File: src/rtl/uart_sram_tx_interface_if.sv
// Bus bundle between the SRAM-to-UART transmit block and its surroundings.
// The transmit block is the master of the SRAM read port and owns the UART pin.
interface uart_sram_tx_interface_if;
    logic        Start;
    logic [17:0] Base_address;
    logic [17:0] Word_count;
    logic [15:0] SRAM_read_data;
    logic [17:0] SRAM_address;
    logic        SRAM_we_n;
    logic        UART_TX_O;
    logic        Busy;
    logic        Done;

    modport master (
        input  Start, Base_address, Word_count, SRAM_read_data,
        output SRAM_address, SRAM_we_n, UART_TX_O, Busy, Done
    );

    modport slave (
        output Start, Base_address, Word_count, SRAM_read_data,
        input  SRAM_address, SRAM_we_n, UART_TX_O, Busy, Done
    );
endinterface

File: src/rtl/uart_sram_tx_interface.sv
// Reads a block of 16-bit SRAM words and sends them over UART (8N1, high byte first).
// Optional macro TXI_PARITY_EN inserts an even-parity bit before the stop bit.
module uart_sram_tx_interface #(
    parameter int CLKS_PER_BIT      = 434,
    parameter int SRAM_READ_LATENCY = 2
) (
    input logic CLOCK_50_I,
    input logic resetn,
    uart_sram_tx_interface_if.master bus
);
    localparam int BAUD_W = $clog2(CLKS_PER_BIT);
    localparam int PF_W   = $clog2(SRAM_READ_LATENCY + 2);
`ifdef TXI_PARITY_EN
    localparam logic [3:0] LAST_BIT = 4'd10;
`else
    localparam logic [3:0] LAST_BIT = 4'd9;
`endif
    localparam logic [BAUD_W-1:0] BAUD_MAX   = BAUD_W'(CLKS_PER_BIT - 1);
    localparam logic [BAUD_W-1:0] FETCH_WAIT = BAUD_W'(SRAM_READ_LATENCY);
    localparam logic [PF_W-1:0]   PF_START   = PF_W'(SRAM_READ_LATENCY + 1);

    typedef enum logic [2:0] {
        S_TXI_IDLE,
        S_TXI_FETCH,
        S_TXI_SEND_HI,
        S_TXI_SEND_LO,
        S_TXI_DONE
    } state_t;

    state_t            state, state_next;
    logic [BAUD_W-1:0] baud_cnt;
    logic [3:0]        bit_idx;
    logic [17:0]       remaining;
    logic [17:0]       sram_addr;
    logic [15:0]       word_buf;
    logic [15:0]       prefetch_buf;
    logic [PF_W-1:0]   pf_wait;
    logic              tx;
    logic              busy;
    logic              bit_end;
    logic              frame_end;
    logic              more_words;
    logic              first_lo_cycle;
    logic [7:0]        cur_byte;

    // Line level for frame position idx: start, data LSB first, optional parity, stop.
    function automatic logic bit_value(input logic [3:0] idx, input logic [7:0] data);
        logic b;
        b = 1'b1;
        if (idx == 4'd0)
            b = 1'b0;
        else if (idx <= 4'd8)
            b = data[3'(idx - 4'd1)];
`ifdef TXI_PARITY_EN
        else if (idx == 4'd9)
            b = ^data;
`endif
        return b;
    endfunction

    always_ff @(posedge CLOCK_50_I or negedge resetn) begin
        if (!resetn)
            state <= S_TXI_IDLE;
        else
            state <= state_next;
    end

    always_comb begin
        state_next     = state;
        cur_byte       = (state == S_TXI_SEND_LO) ? word_buf[7:0] : word_buf[15:8];
        bit_end        = (baud_cnt == BAUD_MAX);
        frame_end      = bit_end && (bit_idx == LAST_BIT);
        more_words     = (remaining != 18'd1);
        first_lo_cycle = (state == S_TXI_SEND_LO) && (baud_cnt == '0) && (bit_idx == 4'd0);
        case (state)
            S_TXI_IDLE:
                if (bus.Start)
                    state_next = (bus.Word_count == 18'd0) ? S_TXI_DONE : S_TXI_FETCH;
            S_TXI_FETCH:
                if (baud_cnt == FETCH_WAIT)
                    state_next = S_TXI_SEND_HI;
            S_TXI_SEND_HI:
                if (frame_end)
                    state_next = S_TXI_SEND_LO;
            S_TXI_SEND_LO:
                if (frame_end)
                    state_next = more_words ? S_TXI_SEND_HI : S_TXI_DONE;
            S_TXI_DONE:
                state_next = S_TXI_IDLE;
            default:
                state_next = S_TXI_IDLE;
        endcase
    end

    // The next word is prefetched while the low byte is on the line so frames stay gapless.
    always_ff @(posedge CLOCK_50_I or negedge resetn) begin
        if (!resetn) begin
            baud_cnt     <= '0;
            bit_idx      <= '0;
            remaining    <= '0;
            sram_addr    <= '0;
            word_buf     <= '0;
            prefetch_buf <= '0;
            pf_wait      <= '0;
            tx           <= 1'b1;
            busy         <= 1'b0;
        end else begin
            if (pf_wait != '0) begin
                pf_wait <= pf_wait - 1'b1;
                if (pf_wait == PF_W'(1))
                    prefetch_buf <= bus.SRAM_read_data;
            end
            case (state)
                S_TXI_IDLE: begin
                    if (bus.Start && (bus.Word_count != 18'd0)) begin
                        remaining <= bus.Word_count;
                        sram_addr <= bus.Base_address;
                        busy      <= 1'b1;
                        baud_cnt  <= '0;
                    end
                end
                S_TXI_FETCH: begin
                    if (baud_cnt == FETCH_WAIT) begin
                        word_buf <= bus.SRAM_read_data;
                        baud_cnt <= '0;
                        bit_idx  <= '0;
                        tx       <= 1'b0;
                    end else begin
                        baud_cnt <= baud_cnt + 1'b1;
                    end
                end
                S_TXI_SEND_HI, S_TXI_SEND_LO: begin
                    if (first_lo_cycle && more_words) begin
                        sram_addr <= sram_addr + 18'd1;
                        pf_wait   <= PF_START;
                    end
                    if (!bit_end) begin
                        baud_cnt <= baud_cnt + 1'b1;
                    end else begin
                        baud_cnt <= '0;
                        if (!frame_end) begin
                            bit_idx <= bit_idx + 4'd1;
                            tx      <= bit_value(bit_idx + 4'd1, cur_byte);
                        end else begin
                            bit_idx <= '0;
                            if (state == S_TXI_SEND_HI) begin
                                tx <= 1'b0;
                            end else begin
                                remaining <= remaining - 18'd1;
                                if (more_words) begin
                                    word_buf <= prefetch_buf;
                                    tx       <= 1'b0;
                                end else begin
                                    tx <= 1'b1;
                                end
                            end
                        end
                    end
                end
                S_TXI_DONE: begin
                    busy <= 1'b0;
                    tx   <= 1'b1;
                end
                default: ;
            endcase
        end
    end

    assign bus.SRAM_address = sram_addr;
    assign bus.SRAM_we_n    = 1'b1;
    assign bus.UART_TX_O    = tx;
    assign bus.Busy         = busy;
    assign bus.Done         = (state == S_TXI_DONE);
endmodule

File: src/flat_wrapper.sv
// flat-port wrapper written by rule: the top's interface ports become plain ports
module uart_sram_tx_interface_flat 
#(
    parameter int CLKS_PER_BIT      = 434,
    parameter int SRAM_READ_LATENCY = 2
)
  (CLOCK_50_I, resetn, bus_Start, bus_Base_address, bus_Word_count, bus_SRAM_read_data, bus_SRAM_address, bus_SRAM_we_n, bus_UART_TX_O, bus_Busy, bus_Done);
  uart_sram_tx_interface_if bus_i ();
  input logic CLOCK_50_I;
  input logic resetn;
  input wire logic [$bits(bus_i.Start)-1:0] bus_Start;
  input wire logic [$bits(bus_i.Base_address)-1:0] bus_Base_address;
  input wire logic [$bits(bus_i.Word_count)-1:0] bus_Word_count;
  input wire logic [$bits(bus_i.SRAM_read_data)-1:0] bus_SRAM_read_data;
  output wire logic [$bits(bus_i.SRAM_address)-1:0] bus_SRAM_address;
  output wire logic [$bits(bus_i.SRAM_we_n)-1:0] bus_SRAM_we_n;
  output wire logic [$bits(bus_i.UART_TX_O)-1:0] bus_UART_TX_O;
  output wire logic [$bits(bus_i.Busy)-1:0] bus_Busy;
  output wire logic [$bits(bus_i.Done)-1:0] bus_Done;
  assign bus_i.Start = bus_Start;
  assign bus_i.Base_address = bus_Base_address;
  assign bus_i.Word_count = bus_Word_count;
  assign bus_i.SRAM_read_data = bus_SRAM_read_data;
  assign bus_SRAM_address = bus_i.SRAM_address;
  assign bus_SRAM_we_n = bus_i.SRAM_we_n;
  assign bus_UART_TX_O = bus_i.UART_TX_O;
  assign bus_Busy = bus_i.Busy;
  assign bus_Done = bus_i.Done;
  uart_sram_tx_interface #(.CLKS_PER_BIT(CLKS_PER_BIT), .SRAM_READ_LATENCY(SRAM_READ_LATENCY)) u_core (.CLOCK_50_I(CLOCK_50_I), .resetn(resetn), .bus(bus_i));
endmodule
File: config.mk
export PLATFORM = sky130hd
export DESIGN_NAME = uart_sram_tx_interface_flat
export DESIGN_NICKNAME = d
export VERILOG_FILES = /design/src/rtl/uart_sram_tx_interface_if.sv /design/src/rtl/uart_sram_tx_interface.sv /design/src/flat_wrapper.sv
export SDC_FILE = /design/constraint.sdc
export NUM_CORES = 1
export LEC_CHECK = 0
export CAP_MARGIN = 10
export CORE_ASPECT_RATIO = 2
export CORE_MARGIN = 10
export CORE_UTILIZATION = 30
export DETAILED_ROUTE_END_ITERATION = 7
export DONT_BUFFER_PORTS = 1
export GPL_TIMING_DRIVEN = 1
export SLEW_MARGIN = 20
export SYNTH_ARGS = -nofsm -noshare
export SYNTH_HDL_FRONTEND = slang
export SYNTH_SLANG_ARGS = --single-unit
export TNS_END_PERCENT = 10
File: constraint.sdc
create_clock -name CLOCK_50_I -period 2.9 [get_ports CLOCK_50_I]
set_clock_uncertainty 0.2 [all_clocks]
set_input_delay 0.29 -clock CLOCK_50_I [delete_from_list [all_inputs] [get_ports CLOCK_50_I]]
set_output_delay 0.29 -clock CLOCK_50_I [all_outputs]
set_load 0.005 [all_outputs]
==> metrics.md <==
| Metric | Value |
|---|---|
| Status | completed |
| Post-DRT Antenna Nets | 0 |
| Post_cts resized | 0 |
| Kind of critical path | flip-flop to flip-flop |
| Crit-path leading delay family | simple AND/OR/NAND/NOR gates |
| Least-Margin Pin Slew | slightly below 700 ps |
| Post-DP HPWL | 11100 um |
| Synth Area in Compound Gates | between 20 and 25% |
| Final worst slack | about 350 ps |
| Initial antenna violation count | 1 |
| Syn Area/Cell | about 9 um^2 |
| Setup Buffers After CTS | 0 |
| Main combinational cell family by area after synthesis | simple AND/OR/NAND/NOR gates |
| Post-DP Area | ~0.0055 mm^2 |
| CP max-delay cell | or4_4 |
| Syn. warnings | 0 |
| Peak fanout along the critical path | 11 |
| Layout cell share with drive strength beyond 1 | between 10% and 20% |
| Residual DRC | 0 |
| Root buffer cell | clkbuf_16 |
| Final Critical Period | around 2500 ps |
| Cells after Synth | 578 |
| Core area | 0.0174 mm^2 |
| Synth cell types | between 70 and 80 |
| Final setup TNS | 0 ps |
| Die area | 0.0238 mm^2 |
| Max-slew violation count | 0 |
| Wire per inst | around 19 um |
| Commonest cells after routing, fill and taps aside | dfrtp_1, nand2_1, a21oi_1 |
| IO Pins | 77 |
| Xor and xnor area share after synthesis | less than 1% |
| Synth Area in Simple Gates | approximately a fifth |
| Overall routing resource usage | 12.9% |
| Final core utilization | about 36% |
| Clock buffer depth | 2 |
| Pre-CTS setup slack | 361 ps |
| Initial Util | a little under a third |
| Commonest non-fill, non-tap cell in the layout | dfrtp_1 |
| Post-synthesis adder-cell area fraction | 2.59% |
| Finished Layout Cells | 812 |
| Slew HR | roughly 53% |
| CTS tree | built |
| Worst path arrival time | between 2000 and 3000 ps |
| Clock Sinks | 88 |
| Leak | 2.51 nW |
| Worst-skew pair later-pin latency | 360 ps |
| Pre-Repair DR Iteration Count | 5 |
| Pwr/cell area | between 900 and 1000 mW/mm^2 |
| WHS | 6.99 ps |
| Top-area cell type share of the netlist area | between 40% and 50% |
| Clock transition at path regs | roughly 70 ps |
| Count of final setup violators | 0 |
| GPL Wtd Cong | 0.822 |
| Period utilization | about 90% |
| Reg2reg path depth | 5 |
| Mux cell area share after synthesis | 9.65% |
| Post-synthesis cell area | roughly 0.0053 mm^2 |
| Hold endpoint | u_core.remaining[13]$_DFFE_PN0P_ |
| Total power | roughly 5.7 mW |
| Vias/cell | 5.65 |
| Worst hold path type | input pin to flip-flop |
| Hold depth | 2 |
| Area grow syn2layout | 16.0% |
| DR vias | 4590 |
| #FFs+latches synth | 88 |
| Final Hold Fails | 0 |
| CP endpoint kind | flip-flop |
| Async S/R FF share, synth | 100% |
| CTS buffer count | 9 |
| Fmax | 392 MHz |
| Worst VDD drop | roughly 0.00041 V |
| Yosys top cell by area | dfrtp_1 |
| NumNets Final | 662 |
| Number of I/O port buffers | 0 |
| Post-route standard cell area excluding fillers | between 0.006 and 0.007 mm^2 |
| Via count of the first global-routing pass | 4612 |
| Total grt overflow | 0 |
| Unrepaired setup endpoints after global routing | false |
| Seq/Total Area, Yosys | between 40% and 50% |
| Final WL | about 15000 um |
| Number of flops mapped to enable cells by yosys | 0 |
| Synth top area cells | dfrtp_1, nand2_1, mux2_2 |
| Row cnt | approximately 70 |
| Worst hold start | bus_Word_count[13] |
| Post-synth top flop | dfrtp_1 |
| Cell-by-cell trace of the critical path | or4_4 > nor4_4 > o2111ai_2 > and2_1 > a211o_1 |
| R2r endpoint | u_core.bus.SRAM_address[0]$_DFFE_PN0P_ |
| Critical Path RT | between 2000 and 3000 ps |
| Slowest stage delay, CP | 580 ps |
| Starting DRT DRC Count | 272 |
| Synthesized Nets | 644 |
| Placed cells | 760 |
| Die Ht | ~210 um |
| Pin count of the biggest net entering global routing | between 80 and 90 |
| R2R Setup Slk | roughly 350 ps |
| Die W | between 100 and 150 um |
| H-tree depth | 3 |
| Bufs and invs on worst path | 0 |
| CTS hold repair buffers | 35 |
| Worst R2R Start | u_core.baud_cnt[8]$_DFFE_PN0P_ |
| Startpoint types | flip-flop |
| Maxcap violations | 0 |
| First-pass GRT wire length | 24800 um |
where the power goes:
| part | switching (mW) | internal, mW | total, mW |
|---|---|---|---|
| clock network | 0.552 | 0.602 | 1.15 |
| registers | 0.689 | 1.78 | 2.46 |
| logic | 1.10 | 0.980 | 2.08 |
| total | 2.34 | 3.36 | 5.70 |
synthesized netlist by cell type, drive strengths merged (11+ instances only):
cell type and number:
inv 16, clkbuf 24, o22a 12, a21oi 44, ha 11, nand2 79, nor3 14, o21ai 28
mux2 32, buf 17, nor4 14, a31oi 15, nand3 13, dfrtp 87, nor2 42
layout make-up:
type                    instances  area (um^2)
well taps                     210          263
diodes                          1         2.50
repair buffers                 48          478
clock inverters                 7         63.8
fillers                      1816        11200
flip-flops and latches         88         2200
inverters                      16         60.1
clock buffers                   9          225
multi-input cells             433         2870
routing by layer:
metal	wire length, um	global-route usage [%]
met5	0	0
met3	926	3.05
met4	613	7.58
met1	5670	13.6
met2	8140	22.4
registers in the layout (all words and copies together), names as in the netlist:
name / count
u_core.baud_cnt: 9
u_core.bit_idx: 4
u_core.bus.Busy: 1
u_core.bus.SRAM_address: 18
u_core.bus.UART_TX_O: 1
u_core.pf_wait: 2
u_core.prefetch_buf: 16
u_core.remaining: 18
u_core.state: 3
u_core.word_buf: 16
worst max-delay path by stage:
stage,from,endpoint,cells after the start
after floorplan,u_core.state[1]$_DFFE_PN0P_,u_core.word_buf[10]$_DFFE_PN0P_,8
after detailed placement,u_core.baud_cnt[8]$_DFFE_PN0P_,u_core.bus.SRAM_address[0]$_DFFE_PN0P_,5
final,u_core.baud_cnt[8]$_DFFE_PN0P_,u_core.bus.SRAM_address[0]$_DFFE_PN0P_,5
after CTS,u_core.state[2]$_DFFE_PN0P_,u_core.bus.UART_TX_O$_DFFE_PN1P_,5
after global placement,u_core.state[2]$_DFFE_PN0P_,u_core.word_buf[3]$_DFFE_PN0P_,6
after global routing,u_core.baud_cnt[1]$_DFFE_PN0P_,u_core.state[0]$_DFFE_PN0P_,7
kinds of logic (layout without fill, tap and decap cells):
| kind of cell | Yosys count | count (layout) |
|---|---|---|
| buf+inv | 57 | 80 |
| mux | 41 | 41 |
| xor+xnor | 2 | 2 |
| fa+ha+maj | 11 | 11 |
| other cells | 1 | 2 |
| flops | 88 | 88 |
| simple gates | 218 | 218 |
| compound gates | 160 | 160 |
worst register-to-register path: cells and delay by family, from the launching register on:
kind	cells	cell delay, ps
AND/OR/NAND/NOR	3	1170
flip-flops	1	480
AO/OA/AOI/OAI	2	580
No activity file was read; power rests on OpenSTA's default activity.
